==> src/rtl/readout_pkg.sv <==
// Shared types and default sizing for the spectrogram readout sequencer.
package readout_pkg;

   localparam int N_TIME_DEF = 16;
   localparam int N_BIN_DEF  = 8;
   localparam int DATA_W_DEF = 8;

   typedef enum logic [1:0] {
      IDLE,
      FETCH,
      WAIT,
      SHIFT
   } state_t;

endpackage

==> src/rtl/readout_shift_reg.sv <==
// Word holding register that emits 2-bit beats MSB-first.
module readout_shift_reg
   import readout_pkg::*;
#(
   parameter int DATA_W = DATA_W_DEF
) (
   input  logic              clk,
   input  logic              rst_n,
   input  logic              clr,
   input  logic              load,
   input  logic              shift,
   input  logic [DATA_W-1:0] load_data,
   output logic [1:0]        beat,
   output logic              first_beat,
   output logic              last_beat
);

   localparam int NB = DATA_W / 2;
   localparam int IW = (NB > 1) ? $clog2(NB) : 1;
   localparam logic [IW-1:0] IDX_LAST = IW'(NB - 1);
   localparam logic [IW-1:0] IDX_ONE  = IW'(1);

   logic [DATA_W-1:0] r_data;
   logic [IW-1:0]     r_idx;

   always_ff @(posedge clk or negedge rst_n) begin
      if (!rst_n) begin
         r_data <= '0;
         r_idx  <= '0;
      end else if (clr) begin
         r_data <= '0;
         r_idx  <= '0;
      end else if (load) begin
         r_data <= load_data;
         r_idx  <= '0;
      end else if (shift) begin
         r_data <= r_data << 2;
         r_idx  <= last_beat ? '0 : r_idx + IDX_ONE;
      end
   end

   assign beat       = r_data[DATA_W-1 -: 2];
   assign first_beat = (r_idx == '0);
   assign last_beat  = (r_idx == IDX_LAST);

endmodule

==> src/rtl/readout_sequencer.sv <==
// Walks time/channel/bin memory order and serializes each word as 2-bit beats.
module readout_sequencer
   import readout_pkg::*;
#(
   parameter int N_TIME = N_TIME_DEF,
   parameter int N_BIN  = N_BIN_DEF,
   parameter int DATA_W = DATA_W_DEF
) (
   input  logic                      clk,
   input  logic                      rst_n,
   input  logic                      start,
   input  logic                      abort,
   input  logic                      readout_tick,
   output logic                      mem_rd_en,
   output logic                      mem_ch,
   output logic [$clog2(N_TIME)-1:0] mem_time_addr,
   output logic [$clog2(N_BIN)-1:0]  mem_bin_addr,
   input  logic [DATA_W-1:0]         mem_rd_data,
   output logic [1:0]                serial_out,
   output logic                      sl_time,
   output logic                      sl_ch,
   output logic                      sending_data,
   output logic                      done
);

   localparam int TW = $clog2(N_TIME);
   localparam int BW = $clog2(N_BIN);
   localparam logic [TW-1:0] T_LAST = TW'(N_TIME - 1);
   localparam logic [BW-1:0] B_LAST = BW'(N_BIN - 1);
   localparam logic [TW-1:0] T_ONE  = TW'(1);
   localparam logic [BW-1:0] B_ONE  = BW'(1);

   state_t        r_state;
   logic [TW-1:0] r_time;
   logic          r_ch;
   logic [BW-1:0] r_bin;
   logic          r_done;

   logic       w_in_shift;
   logic       w_load;
   logic       w_shift;
   logic [1:0] w_beat;
   logic       w_first;
   logic       w_last;
   logic       w_final;

   assign w_in_shift = (r_state == SHIFT);
   assign w_load     = (r_state == WAIT);
   assign w_shift    = w_in_shift && readout_tick;
   assign w_final    = (r_time == T_LAST) && r_ch && (r_bin == B_LAST);

   readout_shift_reg #(
      .DATA_W(DATA_W)
   ) u_sr (
      .clk       (clk),
      .rst_n     (rst_n),
      .clr       (abort),
      .load      (w_load),
      .shift     (w_shift),
      .load_data (mem_rd_data),
      .beat      (w_beat),
      .first_beat(w_first),
      .last_beat (w_last)
   );

   always_ff @(posedge clk or negedge rst_n) begin
      if (!rst_n) begin
         r_state <= IDLE;
         r_time  <= '0;
         r_ch    <= 1'b0;
         r_bin   <= '0;
         r_done  <= 1'b0;
      end else if (abort) begin
         r_state <= IDLE;
         r_time  <= '0;
         r_ch    <= 1'b0;
         r_bin   <= '0;
         r_done  <= 1'b0;
      end else begin
         r_done <= 1'b0;
         unique case (r_state)
            IDLE: begin
               if (start) begin
                  r_state <= FETCH;
                  r_time  <= '0;
                  r_ch    <= 1'b0;
                  r_bin   <= '0;
               end
            end
            FETCH: r_state <= WAIT;
            WAIT:  r_state <= SHIFT;
            SHIFT: begin
               if (readout_tick && w_last) begin
                  if (w_final) begin
                     r_state <= IDLE;
                     r_done  <= 1'b1;
                     r_time  <= '0;
                     r_ch    <= 1'b0;
                     r_bin   <= '0;
                  end else begin
                     r_state <= FETCH;
                     // bin wraps into channel, channel wraps into time slot
                     if (r_bin == B_LAST) begin
                        r_bin <= '0;
                        r_ch  <= ~r_ch;
                        if (r_ch) begin
                           r_time <= r_time + T_ONE;
                        end
                     end else begin
                        r_bin <= r_bin + B_ONE;
                     end
                  end
               end
            end
            default: r_state <= IDLE;
         endcase
      end
   end

   assign mem_rd_en     = (r_state == FETCH);
   assign mem_ch        = r_ch;
   assign mem_time_addr = r_time;
   assign mem_bin_addr  = r_bin;
   assign sending_data  = w_in_shift;
   assign serial_out    = w_in_shift ? w_beat : 2'b00;
   assign sl_ch         = w_in_shift && w_first && (r_bin == '0);
   assign sl_time       = sl_ch && !r_ch;
   assign done          = r_done;

endmodule

==> config.mk <==
export PLATFORM = sky130hd
export DESIGN_NAME = readout_sequencer
export DESIGN_NICKNAME = d
export VERILOG_FILES = /design/src/rtl/readout_pkg.sv /design/src/rtl/readout_shift_reg.sv /design/src/rtl/readout_sequencer.sv
export SDC_FILE = /design/constraint.sdc
export NUM_CORES = 1
export LEC_CHECK = 0
export ABC_AREA = 1
export CAP_MARGIN = 20
export CORE_ASPECT_RATIO = 0.6
export CORE_MARGIN = 4
export CORE_UTILIZATION = 56
export CTS_BUF_LIST = sky130_fd_sc_hd__clkbuf_8
export CTS_CLUSTER_SIZE = 24
export DETAILED_ROUTE_END_ITERATION = 16
export GPL_ROUTABILITY_DRIVEN = 1
export PLACE_DENSITY = 0.88
export SYNTH_ARGS = -nofsm -noshare
export SYNTH_HDL_FRONTEND = slang
export SYNTH_SLANG_ARGS = --single-unit
==> constraint.sdc <==
create_clock -name clk -period 2.92 [get_ports clk]
set_clock_uncertainty 0.2 [all_clocks]
set_input_delay 0.438 -clock clk [delete_from_list [all_inputs] [get_ports clk]]
set_output_delay 0.438 -clock clk [all_outputs]
set_load 0.01 [all_outputs]
# Yosys cells after proc, flatten, opt, wreduce, memory -nomap -nowiden
# Index checks and enable logic that the tools add are counted.
# word_totals
regBits	21
input_bits	13
out_inout_bits	15
word_cells	74
# classes
add_sub_neg	3
eq_ne	10
n_mux	36
bitwise	1
n_reduce_logical	17
# ops
op	count
4-bit 2-to-1 mux	6
8-bit 2-to-1 mux	3
2-bit 2-to-1 mux	8
3-bit 2-to-1 mux	5
1-bit 2-to-1 mux	10
2-bit case mux with 4 select lines	1
4-bit case mux with 2 select lines	1
1-bit logical AND	7
2-bit == test, second input constant	3
3-bit case mux with 2 select lines	1
3-bit nonzero test	2
5-bit AND reduction	1
4-bit by 1-bit adder with 4-bit output, second input constant	1
4-bit == test, second input constant	1
2-bit logical NOT	2
4-bit by 2-bit inequality test with 1-bit output, second input constant	1
4-bit by 3-bit inequality test with 1-bit output, second input constant	1
4-bit AND reduction	1
3-bit by 1-bit adder with 3-bit output, second input constant	1
3-bit == test, second input constant	1
3-bit logical NOT	1
3-bit by 2-bit inequality test with 1-bit output, second input constant	1
3-bit inequality test, second input constant	1
3-bit AND reduction	1
other kinds (6)	6

# Depth between registers and ports, before layout
# depth
depth_word	7
mapped_depth	10
ltp_nobuf	9

# Modules after synthesis
# From an unflattened synthesis, not the netlist that was laid out.
# unflattened
hier_cells	164
hier_area_um2	1301.2
# modules_own_cells
mod	instances	cells_per_inst	area_each_um2	seq_area_each_um2
readout_sequencer	1	95	778.2	275.3
readout_shift_reg	1	69	523.0	250.2

# Least setup slack after synthesis
# Ideal clock, no wire load.
# synth_path
path_type	register to output
startpoint	reg r_state[0]
endpoint	out sl_time
arrival_ps	1173
required_time_ps	2282
path_slack_ps	1109
stages_incl_launch_ff	5
path_buffers	1
cell_sequence	dfrtp_1 > ha_1 > buf_4 > nand2_1 > nor4_1
# synth_via
elab_chain_cells	4
# synth_rtl
element	line_no	rtl
start: declaration	readout_sequencer.sv:33	state_t r_state;
start signal: assignment	readout_sequencer.sv:68	r_state <= IDLE;
start signal: assignment	readout_sequencer.sv:74	r_state <= IDLE;
start signal: assignment	readout_sequencer.sv:84	r_state <= FETCH;
2-bit == test	readout_sequencer.sv:47	assign w_in_shift = (r_state == SHIFT);
named net sending_data	readout_sequencer.sv:22	output logic sending_data,
1-bit logical AND (2 in series)	readout_sequencer.sv:126	assign sl_ch = w_in_shift && w_first && (r_bin == '0);
1-bit logical AND	readout_sequencer.sv:127	assign sl_time = sl_ch && !r_ch;
end: declaration	readout_sequencer.sv:20	output logic sl_time,
# The timed path passes the listed nets, and every way through them passes these cells.

# Worst setup path after layout
# layout_path
startpoint	reg r_state[0]
endpoint	out sl_time
# layout_via
elab_chain_cells	4
# layout_rtl
element	line_no
2-bit == test	readout_sequencer.sv:47
1-bit logical AND (2 in series)	readout_sequencer.sv:126
1-bit logical AND	readout_sequencer.sv:127
# Every way passes these cells.

==> results_dict.tcl <==
set metrics [dict create \
    wl_met1_um 1250 \
    numCtsBuffers 3 \
    nNetsFinal 214 \
    post-route-util 0.804 \
    grt_pass1_wl_um 4600 \
    fin_cells 218 \
    rsz0062_at_grt "no" \
    top_layer_used "met4" \
    period_needed_ps 2580 \
    dr_total_vias 1154 \
    synthTopCellsByArea "dfrtp_1 42%, nand2_1 11%, ha_1 10%" \
    p_leak_nw 0.822 \
    htree_levels 1 \
    maxCapViolations 0 \
    placedInstanceArea_um2 1550 \
    crit_arrival_ps 1940 \
    fin_crit_sh 0.884 \
    firstDrtPassIters 4 \
    area_growth_pct 27.0 \
    syn_inst 161 \
    dpl_worst_slack_ps 620 \
    dieArea_um2 3090 \
    hold_violations 0 \
    met2_wirelength_um 1220 \
    worst_slack_ps 340 \
    yosys-top-cells-count "38 x nand2_1, 28 x inv_1, 21 x dfrtp_1" \
    post_cts_buffers 0 \
    yosysMostFrequentCell "nand2_1" \
    vias_per_cell 5.29 \
    status "finished clean" \
    cts.repair.resized 0 \
    holdWs_ps 337 \
    place_inst 214 \
    hold_path_class "reg -> reg" \
    cp-start-kind "flop" \
    dr.first_iter.drc_count 111 \
    synth.avg_cell_area_um2 7.79 \
    clk_latency_ps 250 \
    layout-drive-gt1-share 0.0632 \
    drt_wl_total_um 2700 \
    cp.required_ps 2280 \
    power_mw 0.999 \
    grt_usage 0.186 \
    grt_start_max_net_pins 22 \
    worst-path-max-fanout 9 \
    cts_hold_buf 0 \
    syn_nets 184 \
    antenna_found_initial 0 \
    setup_viol_count_final 0 \
    cts.reportedPaths.clkPinSlew_ps 70 \
    cts-root-buf "clkbuf_8" \
    timing.setup.tns_ps 0 \
    fmax_mhz 388 \
    slew_headroom 0.389 \
    ys_seq_area_frac 0.419 \
    grt-ovfl-total 0 \
    die_w_um 69.1 \
    wire_per_inst_um 12.4 \
    drv_slew 0 \
    ys_ff_latch 21 \
    worstSetupPathType "reg -> out" \
    num_antenna_cells 0 \
    met3_length_um 196 \
    async_reset_ff_frac 1.00 \
    ant_nets 0 \
    power_density_nw_per_um2 627 \
    synth_top_area_share 0.419 \
    rows 12 \
    ir_worst_vdd_mv 0.472 \
    dp_hpwl_um 2110 \
    core_area_um2 1980 \
    clock_path_buffers 2 \
    worst-slew-pin-transition_ps 913 \
    start_util 0.633 \
    drc 0 \
    synth_edf_count 0 \
    port_buffers 27 \
    gp_congestion 0.839 \
    die_h_um 44.7 \
    yosys.area.top_type "dfrtp_1" \
    fin_area_um2 1590 \
    ys_warn_count 0 \
    cts_sinks 21 \
    cts_tree "built" \
    syn_area_um2 1250 \
    synth_ff_type "dfrtp_1" \
    io_pins 28 \
    endpoint_kind "primary output" \
    grt_pass1_vias 1055 \
    yosysUniqueCellTypes 21 \
]
==> where the power goes <==
group          switching [mW]  internal, mW
Sequential             0.0348         0.342
Combinational           0.268         0.171
Clock                  0.0886        0.0935
==> metal layers <==
layer / global-route usage / vias to the layer above
li1: - / 575
met1: 0.239 / 528
met2: 0.313 / 43
met3: 0.0612 / 8
met4: 0.0350 / 0
met5: 0 / -
==> logic make-up after synthesis <==
group | after synthesis | share of synthesized area
buf+inv | 32 | 0.0987
simple gates | 77 | 0.293
compound gates | 21 | 0.0897
fa+ha+maj | 10 | 0.0997
flops | 21 | 0.419
==> state kept, by name, indices dropped and copies added, names as in the netlist <==
| name | flops |
|---|---|
| mem_ch | 1 |
| u_sr.r_idx | 2 |
| mem_time_addr | 4 |
| u_sr.r_data | 8 |
| mem_bin_addr | 3 |
| done | 1 |
| r_state | 2 |
==> placed cells by master (no fill, tap or decap), drive strengths merged <==
cell type and count:
o21ai 16, dfrtp 21, nand3b 1, clkdlybuf4s50 27
nand2 42, o21bai 1, ha 10, nor4 2
clkbuf 3, nor2 11, nand4 2, nand3 18
o22ai 4, inv 31, nor3 1
==> worst paths after layout <==
check / to / from / cells past startpoint / slack, ps
max: sl_time / r_state[0] / 4 / 340
min: u_sr.r_data[6] / u_sr.r_data[6] / 2 / 340
max reg2reg: u_sr.r_data[7] / r_state[0] / 6 / 1020
min reg2reg: u_sr.r_data[6] / u_sr.r_data[6] / 2 / 340
max in group asynchronous: done / rst_n / 1 / 1470
min in group asynchronous: u_sr.r_data[1] / rst_n / 1 / 490
==> worst max-delay path, cell delays in order (launching register included) <==
cell             delay (ps)
dfrtp_1                 420
ha_1                    380
nand2_1                 120
nor4_1                  190
clkdlybuf4s50_1         580
==> area by class of cell <==
| type | count | area [um^2] |
|---|---|---|
| multi-input combinational | 108 | 606 |
| sequential | 21 | 526 |
| fill | 139 | 388 |
| timing repair buffer | 27 | 270 |
| inverter | 30 | 113 |
| clock buffer | 3 | 41.3 |
| tap | 28 | 35.0 |
| clock inverter | 1 | 3.75 |
Note: power is estimated with default switching activity, not from simulation.
